**src/rtl/cpu7_ifu_fbuf.sv**
```systemverilog
// ---------------------------------------------------------------------------
// cpu7_ifu_fbuf
// Fetch buffer between the instruction fetch unit and the decode stage.
// Fetched instructions are queued together with their sideband fields. The
// oldest entry is presented on de_port0_* at a rate of one per cycle. A
// downstream stall holds the head entry, and a flush empties the buffer.
//
// Ports
//   clk, rst            clock; synchronous active-high reset
//   fe_valid            fetch presents an instruction this cycle
//   fe_pc .. fe_hint    instruction and sideband written on push
//   fe_ready            buffer not full (registered state only)
//   de_stall            decode cannot accept an instruction
//   flush               empties the buffer; same-cycle fetch is discarded
//   de_port0_valid      head entry issued (popped) this cycle
//   de_port0_pc .. hint head entry fields, shown even while invalid
//   fb_count            occupied entries
//   fb_overflow         sticky: fetch presented while buffer full
// ---------------------------------------------------------------------------
module cpu7_ifu_fbuf #(
    parameter int DEPTH  = 4,
    parameter int GRLEN  = 32,
    parameter int HINT_W = 4
) (
    input  logic                    clk,
    input  logic                    rst,
    input  logic                    fe_valid,
    input  logic [GRLEN-1:0]        fe_pc,
    input  logic [31:0]             fe_inst,
    input  logic [GRLEN-3:0]        fe_br_target,
    input  logic                    fe_br_taken,
    input  logic                    fe_exception,
    input  logic [5:0]              fe_exccode,
    input  logic [HINT_W-1:0]       fe_hint,
    output logic                    fe_ready,
    input  logic                    de_stall,
    input  logic                    flush,
    output logic                    de_port0_valid,
    output logic [GRLEN-1:0]        de_port0_pc,
    output logic [31:0]             de_port0_inst,
    output logic [GRLEN-3:0]        de_port0_br_target,
    output logic                    de_port0_br_taken,
    output logic                    de_port0_exception,
    output logic [5:0]              de_port0_exccode,
    output logic [HINT_W-1:0]       de_port0_hint,
    output logic [$clog2(DEPTH):0]  fb_count,
    output logic                    fb_overflow
);

    localparam int AW = $clog2(DEPTH);
    localparam logic [AW:0] PTR_ONE = {{AW{1'b0}}, 1'b1};

    // Pointers carry one extra wrap bit so full and empty are distinguishable.
    logic [AW:0]        rd_ptr_q, rd_ptr_d;
    logic [AW:0]        wr_ptr_q, wr_ptr_d;
    logic               fb_overflow_q, fb_overflow_d;

    // Entry storage; contents are never reset.
    logic [GRLEN-1:0]   pc_q       [DEPTH];
    logic [31:0]        inst_q     [DEPTH];
    logic [GRLEN-3:0]   br_tgt_q   [DEPTH];
    logic               br_taken_q [DEPTH];
    logic               exc_q      [DEPTH];
    logic [5:0]         exccode_q  [DEPTH];
    logic [HINT_W-1:0]  hint_q     [DEPTH];

    logic [AW-1:0]      rd_idx;
    logic [AW-1:0]      wr_idx;
    logic               empty;
    logic               full;
    logic               push;
    logic               pop;

    assign rd_idx = rd_ptr_q[AW-1:0];
    assign wr_idx = wr_ptr_q[AW-1:0];
    assign empty  = (rd_ptr_q == wr_ptr_q);
    assign full   = (rd_idx == wr_idx) && (rd_ptr_q[AW] != wr_ptr_q[AW]);

    // fe_ready looks only at registered state, so a same-cycle pop never
    // opens a slot for the same-cycle fetch.
    assign fe_ready = !full;
    assign push     = fe_valid && !full && !flush;
    assign pop      = !empty && !de_stall && !flush;

    always_comb begin
        rd_ptr_d      = rd_ptr_q;
        wr_ptr_d      = wr_ptr_q;
        fb_overflow_d = fb_overflow_q;
        if (flush) begin
            rd_ptr_d = '0;
            wr_ptr_d = '0;
        end else begin
            if (push) wr_ptr_d = wr_ptr_q + PTR_ONE;
            if (pop)  rd_ptr_d = rd_ptr_q + PTR_ONE;
            // A flush discards fetch silently; only a genuine full drop counts.
            if (fe_valid && full) fb_overflow_d = 1'b1;
        end
    end

    always_ff @(posedge clk) begin
        if (rst) begin
            rd_ptr_q      <= '0;
            wr_ptr_q      <= '0;
            fb_overflow_q <= 1'b0;
        end else begin
            rd_ptr_q      <= rd_ptr_d;
            wr_ptr_q      <= wr_ptr_d;
            fb_overflow_q <= fb_overflow_d;
        end
    end

    always_ff @(posedge clk) begin
        if (push) begin
            pc_q[wr_idx]       <= fe_pc;
            inst_q[wr_idx]     <= fe_inst;
            br_tgt_q[wr_idx]   <= fe_br_target;
            br_taken_q[wr_idx] <= fe_br_taken;
            exc_q[wr_idx]      <= fe_exception;
            exccode_q[wr_idx]  <= fe_exccode;
            hint_q[wr_idx]     <= fe_hint;
        end
    end

    assign de_port0_valid     = pop;
    assign de_port0_pc        = pc_q[rd_idx];
    assign de_port0_inst      = inst_q[rd_idx];
    assign de_port0_br_target = br_tgt_q[rd_idx];
    assign de_port0_br_taken  = br_taken_q[rd_idx];
    assign de_port0_exception = exc_q[rd_idx];
    assign de_port0_exccode   = exccode_q[rd_idx];
    assign de_port0_hint      = hint_q[rd_idx];

    // Pointer difference modulo 2*DEPTH is the occupancy.
    assign fb_count    = wr_ptr_q - rd_ptr_q;
    assign fb_overflow = fb_overflow_q;

endmodule

```
**config.mk**
```make
export PLATFORM = sky130hd
export DESIGN_NAME = cpu7_ifu_fbuf
export DESIGN_NICKNAME = d
export VERILOG_FILES = /design/src/rtl/cpu7_ifu_fbuf.sv
export SDC_FILE = /design/constraint.sdc
export NUM_CORES = 1
export LEC_CHECK = 0
export CAP_MARGIN = 20
export CORE_MARGIN = 2
export CORE_UTILIZATION = 54
export DETAILED_ROUTE_END_ITERATION = 6
export HOLD_SLACK_MARGIN = 0.03
export PLACE_DENSITY = 0.83
export SLEW_MARGIN = 20
export SYNTH_ARGS = -nofsm -noshare
export SYNTH_HDL_FRONTEND = slang
export SYNTH_SLANG_ARGS = --single-unit
```
**constraint.sdc**
```tcl
create_clock -name clk -period 7.4 [get_ports clk]
set_clock_uncertainty 0.05 [all_clocks]
set_input_delay 1.48 -clock clk [delete_from_list [all_inputs] [get_ports clk]]
set_output_delay 1.48 -clock clk [all_outputs]
set_load 0.01 [all_outputs]
```
---- Word level (Yosys, flattened, before mapping) ----
Memory sizes are Yosys's and may differ from the RTL's. A register that Yosys moved wholly into a read port is not among the register bits.
Index checks and enable logic that the tools add are counted.
word-level totals
  word-level logic and storage cells ...... 45
  bits of input ports ..................... 111
  register bits after elaboration ......... 7
  output and inout port bits .............. 112
  RAM bits ................................ 424
  memories ................................ 7
cells by class
  multiplexer cells ....................... 16
  reductions and logical operators ........ 12
  bitwise operators ....................... 1
  equality and inequality tests ........... 3
  add/sub/neg operators ................... 3
memory list
  name         depth  width  read ports  clocked after memory_dff  wr ports  RTL line  RTL
  inst_q       4      32     1           1                         1         60        logic [31:0] inst_q [DEPTH];
  pc_q         4      32     1           1                         1         59        logic [GRLEN-1:0] pc_q [DEPTH];
  br_tgt_q     4      30     1           1                         1         61        logic [GRLEN-3:0] br_tgt_q [DEPTH];
  exccode_q    4      6      1           1                         1         64        logic [5:0] exccode_q [DEPTH];
  hint_q       4      4      1           1                         1         65        logic [HINT_W-1:0] hint_q [DEPTH];
  br_taken_q   4      1      1           1                         1         62        logic br_taken_q [DEPTH];
  +1 memories  -      -      -           -                         -         -
operator list
  kind                 count
  $mux 2               14
  $add 3x1->3 const B  2
  $logic_and 1x1->1    6
  $logic_not 1->1      4
  $eq 3x3->1           1
  $sub 3x3->3          1
  $eq 2x2->1           1
  $mux 1               2
  $reduce_and 2->1     1
  $reduce_or 2->1      1
  $ne 1x1->1           1
  $not 1->1            1

---- Logic depth before layout (Yosys ltp) ----
Gate-level depths: netlist (run 1).
  word-level depth ........................ 7
  mapped depth ............................ 6
  mapped depth without buffers ............ 5

---- Worst setup path after synthesis (run 1) ----
Ideal clock, no wire load.
  kind .................................... input to register
  from .................................... input port flush
  to ...................................... register wr_ptr_q[2]
  stages .................................. 3
  setup time .............................. 330 ps
  slack ................................... 795 ps
  arrival ................................. 6225 ps
  data required time ...................... 7020 ps
  buffers on the path ..................... 0
  cells stage by stage .................... nand2b_1 > a211oi_2 > mux2i_1
on the way
  cells in the longest elaborated chain, start to end .. 2
  elaborated cells on any way between the ends .. 3
  classes of those cells .................. reduce/logical (3)
ends and longest elaborated chain
  element               RTL line  RTL
  start, declared       37        input logic flush,
  $logic_not 1->1       82        assign push = fe_valid && !full && !flush;
  $logic_and 1x1->1     82
  end signal, assigned  107       wr_ptr_q <= wr_ptr_d;
  end, declared         55        logic [AW:0] wr_ptr_q, wr_ptr_d;
Several ways; a longest one is shown, not always the timed one.
A chain may end at the register's enable or synchronous reset.

==> metrics.md, run 1 <==
| Metric | Value |
|---|---|
| Number of gates given a new drive strength after cts | `0` |
| Number of hold buffers added after cts | `0` |
| Fraction of the yosys area taken by sequential cells | `0.815` |
| Count of boundary I/O pins | `223` |
| Half-perimeter wire length of the detailed placement result | `17400 um` |
| TritonCTS buffer count | `43` |
| Clock sink total | `433` |
| Final weighted congestion of routability-driven global placement | `0.733` |
| Cell leakage power | `6.19 nW` |
| Remaining design rule violation count | `0` |
| Seq cells post-synth | `433` |
| Critical path buffers and inverters | `2` |
| Number of H-tree levels | `2` |
| Share of the clock period used by the worst path | `0.636` |
| Yosys warnings | `0` |
| Final hold viol count | `0` |
| Die height | `175 um` |
| Post-CTS setup buffer count | `0` |
| Antenna violations before repair | `1` |
| Final antenna diode count | `0` |
| Total power divided by cell area | `253 nW/um2` |
| Die Outline Area | `30700 um2` |
| Area of the mapped netlist | `15800 um2` |
| Unrepaired setup endpoints after global routing | `no` |
| Post-Place Worst Slack | `2.83 ns` |
| Max-slew violation count | `0` |
| Count of fill cells added during filler insertion | `1723` |
| Pin count of the biggest net entering global routing | `69` |
| Setup WS post-layout | `2.69 ns` |
| Clock-pin slew of the registers on the worst-case setup and hold paths | `0.06 ns` |
| Hold WC Path Type | `flop to flop` |
| Relative slew margins | `0.325` |
| Cells after DPL | `1209` |
| Wire length of the first global-routing pass | `45100 um` |
| Combined global-route utilization of all metal layers | `0.196` |
| Shortest period the worst path allows | `4.71 ns` |
| Number of max-cap violations | `0` |
| Crit path largest cell delay | `0.89 ns` |
| CP startpoint kind | `flop` |
| Cell Chain, Critical Path | `buf_12 > mux4_2 > clkdlybuf4s50_1` |
| Slew at the pin closest to its max-slew limit | `1.01 ns` |
| Cell Count, Final, Fillers Out | `1288` |
| Hold Startpoint | `fb_overflow` |
| Syn_area_per_cell | `25.7 um2` |
| Required @ worst endpoint | `5.87 ns` |
| Arrival time at the worst endpoint | `3.18 ns` |
| Worst Path Class, Setup | `flop to output port` |
| Critical-path top delay cell | `sky130_fd_sc_hd__dfxtp_4` |
| Final Routed Wirelength | `30000 um` |
| Distinct cell type count of the synthesized netlist | `27` |
| Achievable Freq | `212 MHz` |
| Wirelength per Cell | `23.3 um` |
| Number of antenna-violating nets in the routed design | `0` |
| Post-synthesis net count | `736` |
| Worst vdd rail ir drop | `0.199 mV` |
| Area of the placeable core | `28800 um2` |
| Initial standard-cell utilization of the core | `0.550` |
| CP top delay family | `buffers and inverters` |
| Number of nets in the layout | `989` |
| Instance count of the mapped netlist | `617` |
| Vias in the first global route | `7722` |
| DR vias | `7349` |
| Master cell of the clock root buffer | `sky130_fd_sc_hd__clkbuf_16` |
| Result of the run | `complete, no violations` |
| R2r startpoint | `wr_ptr_q[0]` |
| Vias per cell | `5.71` |
| Placement Rows | `62` |
| Sequential cell area | `12900 um2` |
| Fraction of final layout cells sized beyond drive strength 1 | `0.206` |
| TritonRoute pass-1 iters | `4` |
| Starting DRC count in detailed routing | `626` |
| Buffer depth of the longest clock path | `3` |
| Number of failing setup endpoints in the final timing report | `0` |
| Critical Path End Type | `output port` |
| Final setup TNS | `0 ns` |
| Number of input and output port buffers inserted | `222` |
| Chip width | `175 um` |
| Remaining Overflow, GRT | `0` |
| Area growth from synthesis to layout | `25.2%` |
| Worst-Skew Late Latency | `0.52 ns` |
| Area of combinational cells with multiple inputs | `2760 um2` |
| Clock tree from TritonCTS | `yes` |
| Highest fanout seen on the critical path | `67` |
-- Yosys cell counts --
library cell	n	area (um2)
sky130_fd_sc_hd__edfxtp_1	424	12700
sky130_fd_sc_hd__mux4_2	106	2390
sky130_fd_sc_hd__buf_2	12	60.1
sky130_fd_sc_hd__dfxtp_1	9	180
sky130_fd_sc_hd__nand2_1	9	33.8
sky130_fd_sc_hd__inv_1	8	30.0
sky130_fd_sc_hd__clkbuf_1	7	26.3
sky130_fd_sc_hd__ha_1	7	87.6
sky130_fd_sc_hd__buf_6	6	67.6
sky130_fd_sc_hd__mux2i_1	6	60.1
sky130_fd_sc_hd__and2_1	5	31.3
sky130_fd_sc_hd__nor2_1	2	7.51
sky130_fd_sc_hd__xnor2_1	2	17.5
sky130_fd_sc_hd__a211o_1	1	8.76
sky130_fd_sc_hd__a211oi_2	1	12.5
sky130_fd_sc_hd__a21oi_1	1	5.00
sky130_fd_sc_hd__a21oi_2	1	8.76
sky130_fd_sc_hd__a41oi_1	1	8.76
sky130_fd_sc_hd__fa_1	1	20.0
sky130_fd_sc_hd__nand2b_1	1	6.26
sky130_fd_sc_hd__nand3_1	1	5.00
sky130_fd_sc_hd__nand4_1	1	6.26
sky130_fd_sc_hd__o211ai_1	1	7.51
sky130_fd_sc_hd__or3_1	1	6.26
sky130_fd_sc_hd__or3_2	1	7.51
sky130_fd_sc_hd__or4b_1	1	10.0
sky130_fd_sc_hd__xor2_1	1	8.76
-- stage by stage --
step | total power, mW | utilization | hold WS (ns) | instance area, um2
after floorplan | 2.87 | - | 0.417 | 15800
after global placement | 3.01 | 0.643 | 0.418 | 18500
after detailed placement | 3.02 | 0.643 | 0.420 | 18500
after CTS | 5.06 | 0.689 | 0.439 | 19800
after global routing | 5.17 | 0.689 | 0.461 | 19800
final | 5.01 | 0.689 | 0.443 | 19800
-- power by group --
group | internal, mW | switching, mW | total [mW]
sequential | 2.73 | 0.0102 | 2.74
combinational | 0.134 | 0.0993 | 0.233
clock | 1.18 | 0.857 | 2.04
-- sequential cells by signal (all words and copies together) (netlist names), named ones only --
register	cells
inst_q	128
pc_q	128
br_tgt_q	120
exccode_q	24
hint_q	16
br_taken_q	4
exc_q	4
rd_ptr_q	3
wr_ptr_q	3
fb_overflow	1
-- worst paths after layout --
| kind | to | slack [ns] | cells after the start |
|---|---|---|---|
| worst max-delay path | de_port0_br_target[10] | 2.69 | 3 |
| worst min-delay path | fb_overflow | 0.44 | 2 |
| worst max register to register | pc_q[3][9] | 4.50 | 6 |
| worst min register to register | fb_overflow | 0.44 | 2 |
-- layout by cell type (no fill, tap or decap), types with 2 or more instances in the layout --
cell type                         instances
sky130_fd_sc_hd__and2_1                   2
sky130_fd_sc_hd__and2_4                   3
sky130_fd_sc_hd__buf_4                   10
sky130_fd_sc_hd__bufinv_16                3
sky130_fd_sc_hd__clkbuf_1                14
sky130_fd_sc_hd__clkbuf_16               43
sky130_fd_sc_hd__clkdlybuf4s50_1        222
sky130_fd_sc_hd__clkinv_1                 4
sky130_fd_sc_hd__clkinv_2                11
sky130_fd_sc_hd__dfxtp_1                  7
sky130_fd_sc_hd__dfxtp_4                  2
sky130_fd_sc_hd__edfxtp_1               424
sky130_fd_sc_hd__ha_1                     7
sky130_fd_sc_hd__inv_1                    8
sky130_fd_sc_hd__inv_6                    3
sky130_fd_sc_hd__mux2i_1                  6
sky130_fd_sc_hd__mux4_2                 106
sky130_fd_sc_hd__nand2_1                  9
sky130_fd_sc_hd__nor2_1                   2
sky130_fd_sc_hd__xnor2_1                  2
-- cell type report --
type                    instances  area share
clock inverters                22     0.00978
flip-flops and latches        433       0.651
repair buffers                233       0.117
well taps                     384      0.0242
inverters                       8     0.00151
clock buffers                  57      0.0569
multi-input cells             151       0.139
-- tightest hold or removal path, stage by stage, from the launching register on --
cell	delay, ns
sky130_fd_sc_hd__dfxtp_1	0.33
sky130_fd_sc_hd__a41oi_1	0.05
sky130_fd_sc_hd__nor2_1	0.08
-- cells by family after synthesis --
logic type / Yosys count / synth area share
fa+ha+maj: 8 / 0.00679
mux: 112 / 0.154
compound gates: 6 / 0.00324
simple gates: 22 / 0.00719
buf+inv: 33 / 0.0116
xor+xnor: 3 / 0.00166
flops: 433 / 0.815
-- per-layer routing --
layer | global-route usage | part of all wire | routed length, um
met1 | 0.273 | 0.40 | 12000
met2 | 0.314 | 0.49 | 14800
met3 | 0.0500 | 0.084 | 2530
met4 | 0.0524 | 0.021 | 635
met5 | 0 | 0.00037 | 11
(Power assumes the default switching activity.)
==> run 2, diff against run 1 <==
==> constraint.sdc (replaced) <==
create_clock -name clk -period 4.5 [get_ports clk]
set_clock_uncertainty 0.05 [all_clocks]
set_input_delay 0.9 -clock clk [delete_from_list [all_inputs] [get_ports clk]]
set_output_delay 0.9 -clock clk [all_outputs]
set_load 0.01 [all_outputs]
==> run 2 against run 1 <==
Against the previous run: clock-buffer cell count grew 4; core utilization grew 0.45 points; cell count grew 0.31%; critical path depth grew 3; combinational power grew 67%; design area grew 0.65%; die area is the same; critical path type unchanged.
==> metrics.md, run 2 (synthesized netlist as in run 1, its figures left out) <==
| Metric | Value |
|---|---|
| Result of the run | `complete, no violations (unchanged)` |
| Fraction of final layout cells sized beyond drive strength 1 | `0.203 (was 0.206)` |
| Vias in the first global route | `7745 (was 7722)` |
| Area growth from synthesis to layout | `26.0% (was 25.2%)` |
| Clock-pin slew of the registers on the worst-case setup and hold paths | `0.06 ns (about the same)` |
| Die height | `175 um (unchanged)` |
| Number of gates given a new drive strength after cts | `0 (unchanged)` |
| Arrival time at the worst endpoint | `2.74 ns (was 3.18 ns)` |
| CP startpoint kind | `flop (unchanged)` |
| Cell-internal power | `6.70 mW (was 4.05 mW)` |
| Number of input and output port buffers inserted | `222 (unchanged)` |
| Number of failing setup endpoints in the final timing report | `0 (unchanged)` |
| Largest registers | `inst_q (128), pc_q (128), br_tgt_q (120) (unchanged)` |
| Post-Route Utilization | `0.694 (was 0.689)` |
| Relative slew margins | `0.555 (was 0.325)` |
| Register-to-register path setup slack | `1.74 ns (was 4.50 ns)` |
| Highest-count cells in the layout ignoring fill and taps | `sky130_fd_sc_hd__edfxtp_1 (424), sky130_fd_sc_hd__clkdlybuf4s50_1 (222), sky130_fd_sc_hd__mux4_2 (106) (unchanged)` |
| Number of H-tree levels | `2 (unchanged)` |
| Worst Hold Depth | `2 (unchanged)` |
| Critical-path top delay cell | `sky130_fd_sc_hd__clkdlybuf4s50_1 (was sky130_fd_sc_hd__dfxtp_4)` |
| Endpoint of the lowest-slack register-to-register path | `pc_q[2][2] (was pc_q[3][9])` |
| Starting DRC count in detailed routing | `613 (was 626)` |
| Pin count of the biggest net entering global routing | `65 (was 69)` |
| Half-perimeter wire length of the detailed placement result | `18400 um (was 17400 um)` |
| Total power divided by cell area | `414 nW/um2 (was 253 nW/um2)` |
| Area of the placeable core | `28800 um2 (unchanged)` |
| TritonCTS buffer count | `43 (unchanged)` |
| Number of antenna-violating nets in the routed design | `0 (unchanged)` |
| Switching power share of the total | `0.189 (was 0.193)` |
| Leading cell type in the layout, fill and taps excluded | `sky130_fd_sc_hd__edfxtp_1 (unchanged)` |
| Buffer depth of the longest clock path | `3 (unchanged)` |
| Required @ worst endpoint | `3.55 ns (was 5.87 ns)` |
| Clock group share of total power | `0.408 (was 0.407)` |
| Worst Path Class, Setup | `flop to output port (unchanged)` |
| Share of the clock period used by the worst path | `0.821` |
| Crit path largest cell delay | `0.55 ns (was 0.89 ns)` |
| Wire length of the first global-routing pass | `46000 um (was 45100 um)` |
| Final setup TNS | `0 ns (unchanged)` |
| Worst vdd rail ir drop | `0.336 mV (was 0.199 mV)` |
| Placement Rows | `62 (unchanged)` |
| Top cell by count, worst path | `sky130_fd_sc_hd__and2_1` |
| Hold Startpoint | `fb_overflow (unchanged)` |
| Number of max-cap violations | `0 (unchanged)` |
| Vias per cell | `5.62 (was 5.71)` |
| Fin Hold WS | `0.452 ns (was 0.443 ns)` |
| Achievable Freq | `271 MHz` |
| Shortest period the worst path allows | `3.69 ns` |
| Cell Count, Final, Fillers Out | `1292 (was 1288)` |
| Total Power | `8.26 mW (was 5.01 mW)` |
| Critical path buffers and inverters | `2 (unchanged)` |
| Hold Path End | `fb_overflow (unchanged)` |
| Cells after DPL | `1213 (was 1209)` |
| Die Outline Area | `30700 um2 (unchanged)` |
| Unrepaired setup endpoints after global routing | `no (unchanged)` |
| Master cell of the clock root buffer | `sky130_fd_sc_hd__clkbuf_16 (unchanged)` |
| CP top delay family | `buffers and inverters (unchanged)` |
| Fraction of power consumed by sequential logic | `0.545 (was 0.547)` |
| Final hold viol count | `0 (unchanged)` |
| Critical Path End Type | `output port (unchanged)` |
| Share of total power in combinational logic | `0.047 (about the same)` |
| Net Switching | `1.56 mW (was 967 uW)` |
| R2r startpoint | `wr_ptr_q[0] (unchanged)` |
| Slew at the pin closest to its max-slew limit | `0.668 ns (was 1.01 ns)` |
| Number of nets in the layout | `993 (was 989)` |
| Final Routed Wirelength | `30400 um (was 30000 um)` |
| Wirelength per Cell | `23.6 um (was 23.3 um)` |
| TritonRoute pass-1 iters | `5 (was 4)` |
| Final weighted congestion of routability-driven global placement | `0.738 (was 0.733)` |
| Combined global-route utilization of all metal layers | `0.199 (was 0.196)` |
| Clock sink total | `433 (unchanged)` |
| Chip width | `175 um (unchanged)` |
| Hold WC Path Type | `flop to flop (unchanged)` |
| Cell Chain, Critical Path | `inv_1 > ha_1 > and2_1 > a21oi_1 > and2_1 > clkdlybuf4s50_1 (was buf_12 > mux4_2 > clkdlybuf4s50_1)` |
| Number of hold buffers added after cts | `0 (unchanged)` |
| Cell leakage power | `6.23 nW (was 6.19 nW)` |
| Highest fanout seen on the critical path | `7 (was 67)` |
| Remaining Overflow, GRT | `0 (unchanged)` |
| DR vias | `7266 (was 7349)` |
| Clock tree from TritonCTS | `yes (unchanged)` |
| Max-slew violation count | `0 (unchanged)` |
| Post-CTS setup buffer count | `0 (unchanged)` |
| Remaining design rule violation count | `0 (unchanged)` |
| Reg2reg path depth | `6 (unchanged)` |
| Initial standard-cell utilization of the core | `0.550 (unchanged)` |
| Worst-Skew Late Latency | `0.52 ns (about the same)` |
| Count of boundary I/O pins | `223 (unchanged)` |
| Antenna violations before repair | `0 (was 1)` |
## run 2: power by group through the flow
stage	logic [mW]	clock network, mW	registers, mW
global route	0.414	3.59	4.51
floorplan	0.126	0	4.59
finish	0.389	3.37	4.50
global placement	0.379	0	4.58
CTS	0.393	3.43	4.50
detailed placement	0.390	0	4.59
## run 2: area by class of cell
type	count	area, um2
diodes	2	5.00
clock buffers	61	1220
clock inverters	16	125
fillers	1740	8820
inverters	8	30.0
multi-input cells	151	2760
flip-flops and latches	433	12900
well taps	384	480
repair buffers	237	2420
## run 2: worst max path at each step
stage / slack (ns) / start / end / cells past startpoint
2_1_floorplan: 0.13 / flush / br_taken_q[3] / 2
3_3_place_gp: 1.14 / de_stall / de_port0_valid / 4
3_5_place_dp: 1.10 / de_stall / de_port0_valid / 4
4_1_cts: 0.75 / flop / de_port0_br_target[9] / 3
5_1_grt: 0.66 / flop / de_port0_pc[8] / 3
6_report: 0.81 / wr_ptr_q[0] / de_port0_valid / 6
## run 2: worst min-delay path: cells and delay by family, from the launching register on
family,cells,cell delay (ns)
and+or+nand+nor,1,0.08
AOI/OAI and AO/OA,1,0.05
DFF,1,0.33
## run 2: metrics by stage
stage | worst slack, ns | cell area (um2)
after detailed placement | 1.10 | 18600
final | 0.806 | 20000
after CTS | 0.750 | 20000
after global routing | 0.657 | 20000
after floorplan | 0.133 | 15900
after global placement | 1.14 | 18600
## run 2: per-layer routing
layer,routed length (um),share of wire,GRT usage,vias up
li1,-,-,-,3156
met1,12200,0.40,0.275,3781
met2,14900,0.49,0.318,281
met3,2700,0.089,0.0593,48
met4,613,0.020,0.0500,0
met5,0,0,0,-
==> run 3, diff against run 2 <==
==> constraint.sdc (replaced) <==
create_clock -name clk -period 3.64 [get_ports clk]
set_clock_uncertainty 0.05 [all_clocks]
set_input_delay 0.728 -clock clk [delete_from_list [all_inputs] [get_ports clk]]
set_output_delay 0.728 -clock clk [all_outputs]
set_load 0.01 [all_outputs]
==> run 3 against run 2 <==
Against the previous run: via count about the same; largest cell class unchanged; cell count decreased by 0.15%; wire length decreased by 1.7%; critical path depth unchanged; sequential power increased by 24%; clock power increased by 22%.
==> metrics.md, run 3 (synthesized netlist as in run 1, its figures left out) <==
| Metric | Value |
|---|---|
| Relative slew margins | `0.573 (was 0.555)` |
| Remaining Overflow, GRT | `0 (unchanged)` |
| Wirelength per Cell | `23.2 um (was 23.6 um)` |
| Buffer depth of the longest clock path | `3 (unchanged)` |
| Number of H-tree levels | `2 (unchanged)` |
| Final hold viol count | `0 (unchanged)` |
| Initial standard-cell utilization of the core | `0.550 (unchanged)` |
| Highest fanout seen on the critical path | `7 (unchanged)` |
| Clock-pin slew of the registers on the worst-case setup and hold paths | `0.06 ns (about the same)` |
| Cell Chain, Critical Path | `inv_2 > ha_4 > and2_4 > a21oi_1 > and2_1 > clkdlybuf4s50_1 (was inv_1 > ha_1 > and2_1 > a21oi_1 > and2_1 > clkdlybuf4s50_1)` |
| R2r startpoint | `wr_ptr_q[0] (unchanged)` |
| Critical path buffers and inverters | `2 (unchanged)` |
| Register-to-register path setup slack | `1.35 ns (was 1.74 ns)` |
| Unrepaired setup endpoints after global routing | `no (unchanged)` |
| Worst setup startpoint | `wr_ptr_q[0] (unchanged)` |
| Reg2reg path depth | `6 (unchanged)` |
| Clock group share of total power | `0.404 (was 0.408)` |
| Wire length of the first global-routing pass | `45600 um (was 46000 um)` |
| Total power divided by cell area | `507 nW/um2 (was 414 nW/um2)` |
| Slew at the pin closest to its max-slew limit | `0.639 ns (was 0.668 ns)` |
| Vias per cell | `5.64 (was 5.62)` |
| Vias in the first global route | `7685 (was 7745)` |
| Count of boundary I/O pins | `223 (unchanged)` |
| Remaining design rule violation count | `0 (unchanged)` |
| Hold WC Path Type | `flop to flop (unchanged)` |
| Antenna violations before repair | `2 (was 0)` |
| Critical Path End Type | `output port (unchanged)` |
| Result of the run | `complete, no violations (unchanged)` |
| Highest-count cells in the layout ignoring fill and taps | `sky130_fd_sc_hd__edfxtp_1 (424), sky130_fd_sc_hd__clkdlybuf4s50_1 (222), sky130_fd_sc_hd__mux4_2 (106) (unchanged)` |
| Area of the placeable core | `28800 um2 (unchanged)` |
| Area growth from synthesis to layout | `26.4% (was 26.0%)` |
| TritonRoute pass-1 iters | `5 (unchanged)` |
| Master cell of the clock root buffer | `sky130_fd_sc_hd__clkbuf_16 (unchanged)` |
| Cells after DPL | `1212 (was 1213)` |
| Number of nets in the layout | `991 (was 993)` |
| Die height | `175 um (unchanged)` |
| Placement Rows | `62 (unchanged)` |
| Met3 usage in global routing | `0.0526 (was 0.0593)` |
| Arrival time at the worst endpoint | `2.51 ns (was 2.74 ns)` |
| Cell leakage power | `6.24 nW (was 6.23 nW)` |
| Clock sink total | `433 (unchanged)` |
| Crit path largest cell delay | `0.55 ns (about the same)` |
| Number of gates given a new drive strength after cts | `0 (unchanged)` |
| Endpoint of the lowest-slack register-to-register path | `inst_q[2][31] (was pc_q[2][2])` |
| Total Power | `10.2 mW (was 8.26 mW)` |
| Half-perimeter wire length of the detailed placement result | `17600 um (was 18400 um)` |
| Achievable Freq | `304 MHz` |
| Share of total power in combinational logic | `0.048 (was 0.047)` |
| Starting DRC count in detailed routing | `591 (was 613)` |
| Post-Place Worst Slack | `0.553 ns (was 1.10 ns)` |
| Number of hold buffers added after cts | `0 (unchanged)` |
| Pin count of the biggest net entering global routing | `68 (was 65)` |
| Die Outline Area | `30700 um2 (unchanged)` |
| DR vias | `7272 (was 7266)` |
| Number of failing setup endpoints in the final timing report | `0 (unchanged)` |
| Number of antenna-violating nets in the routed design | `0 (unchanged)` |
| Switching power share of the total | `0.190 (was 0.189)` |
| Largest registers | `inst_q (128), pc_q (128), br_tgt_q (120) (unchanged)` |
| Number of logic stages on the critical path including buffering | `6 (unchanged)` |
| Critical-path top delay cell | `sky130_fd_sc_hd__clkdlybuf4s50_1 (unchanged)` |
| Post-Route Utilization | `0.696 (was 0.694)` |
| Final Routed Wirelength | `29900 um (was 30400 um)` |
| Required @ worst endpoint | `2.86 ns (was 3.55 ns)` |
| Cell-internal power | `8.22 mW (was 6.70 mW)` |
| TritonCTS buffer count | `42 (was 43)` |
| Final weighted congestion of routability-driven global placement | `0.726 (was 0.738)` |
| Clock tree from TritonCTS | `yes (unchanged)` |
| Number of max-cap violations | `0 (unchanged)` |
| CP startpoint kind | `flop (unchanged)` |
| Share of the clock period used by the worst path | `0.902` |
| Number of input and output port buffers inserted | `222 (unchanged)` |
| Termination of the worst setup path | `de_port0_valid (unchanged)` |
| Max-slew violation count | `0 (unchanged)` |
| Worst vdd rail ir drop | `0.395 mV (was 0.336 mV)` |
| Setup WS post-layout | `0.355 ns (was 0.806 ns)` |
| Fraction of final layout cells sized beyond drive strength 1 | `0.218 (was 0.203)` |
| Met2 Use GR | `0.324 (was 0.318)` |
| Fraction of power consumed by sequential logic | `0.548 (was 0.545)` |
| Shortest period the worst path allows | `3.28 ns` |
| CP top delay family | `buffers and inverters (unchanged)` |
| Layer carrying the most global-route usage | `met2 (unchanged)` |
| Post-CTS setup buffer count | `0 (unchanged)` |
| Worst-Skew Late Latency | `0.51 ns (was 0.52 ns)` |
| Worst Path Class, Setup | `flop to output port (unchanged)` |
| Net Switching | `1.93 mW (was 1.56 mW)` |
| Leading cell type in the layout, fill and taps excluded | `sky130_fd_sc_hd__edfxtp_1 (unchanged)` |
| Combined global-route utilization of all metal layers | `0.198 (was 0.199)` |
| Chip width | `175 um (unchanged)` |
| Cell Count, Final, Fillers Out | `1290 (was 1292)` |
| Met1 Track Usage GR | `0.274 (was 0.275)` |
-- run 3: how the worst min path moves through the flow --
stage	from	to	cells past startpoint
6_report	fb_overflow	fb_overflow	2
4_1_cts	fb_overflow	fb_overflow	2
5_1_grt	wr_ptr_q[0]	wr_ptr_q[0]	2
2_1_floorplan	wr_ptr_q[0]	wr_ptr_q[0]	2
3_5_place_dp	fb_overflow	fb_overflow	2
3_3_place_gp	wr_ptr_q[0]	wr_ptr_q[0]	2
-- run 3: area by class of cell --
| cell class | count | area [um2] |
|---|---|---|
| Antenna cell | 1 | 2.50 |
| Clock buffer | 51 | 1120 |
| Clock inverter | 26 | 205 |
| Fill cell | 1697 | 8750 |
| Inverter | 8 | 30.0 |
| Multi-Input combinational cell | 151 | 2790 |
| Sequential cell | 433 | 12900 |
| Tap cell | 384 | 480 |
| Timing Repair Buffer | 236 | 2480 |
-- run 3: power groups by stage --
stage / clock (mW) / sequential, mW / combinational [mW]
after CTS: 4.20 / 5.57 / 0.492
final: 4.10 / 5.57 / 0.486
after global routing: 4.38 / 5.57 / 0.517
after detailed placement: 0 / 5.67 / 0.486
after global placement: 0 / 5.66 / 0.473
after floorplan: 0 / 5.67 / 0.158
-- run 3: per-layer routing --
metal	routed length, um	vias to the layer above	share of wire
met5	13	-	0.00043
met4	500	2	0.017
met3	2510	45	0.084
met2	15000	279	0.50
met1	11800	3778	0.40
li1	-	3168	-
-- run 3: worst register-to-register path, stage by stage, from the launching register on --
cell                      delay [ns]
sky130_fd_sc_hd__dfxtp_2        0.37
sky130_fd_sc_hd__inv_2          0.08
sky130_fd_sc_hd__ha_4           0.22
sky130_fd_sc_hd__and2_4         0.17
sky130_fd_sc_hd__a21oi_2        0.30
sky130_fd_sc_hd__and2_4         0.22
sky130_fd_sc_hd__buf_4          0.47
-- run 3: per-stage QoR --
| step | area (um2) | hold slack, ns | setup TNS, ns |
|---|---|---|---|
| 2_1_floorplan | 15900 | 0.411 | -61.98 |
| 3_3_place_gp | 18700 | 0.422 | 0 |
| 3_5_place_dp | 18700 | 0.420 | 0 |
| 4_1_cts | 20000 | 0.439 | 0 |
| 5_1_grt | 20000 | 0.469 | 0 |
| 6_report | 20000 | 0.434 | 0 |
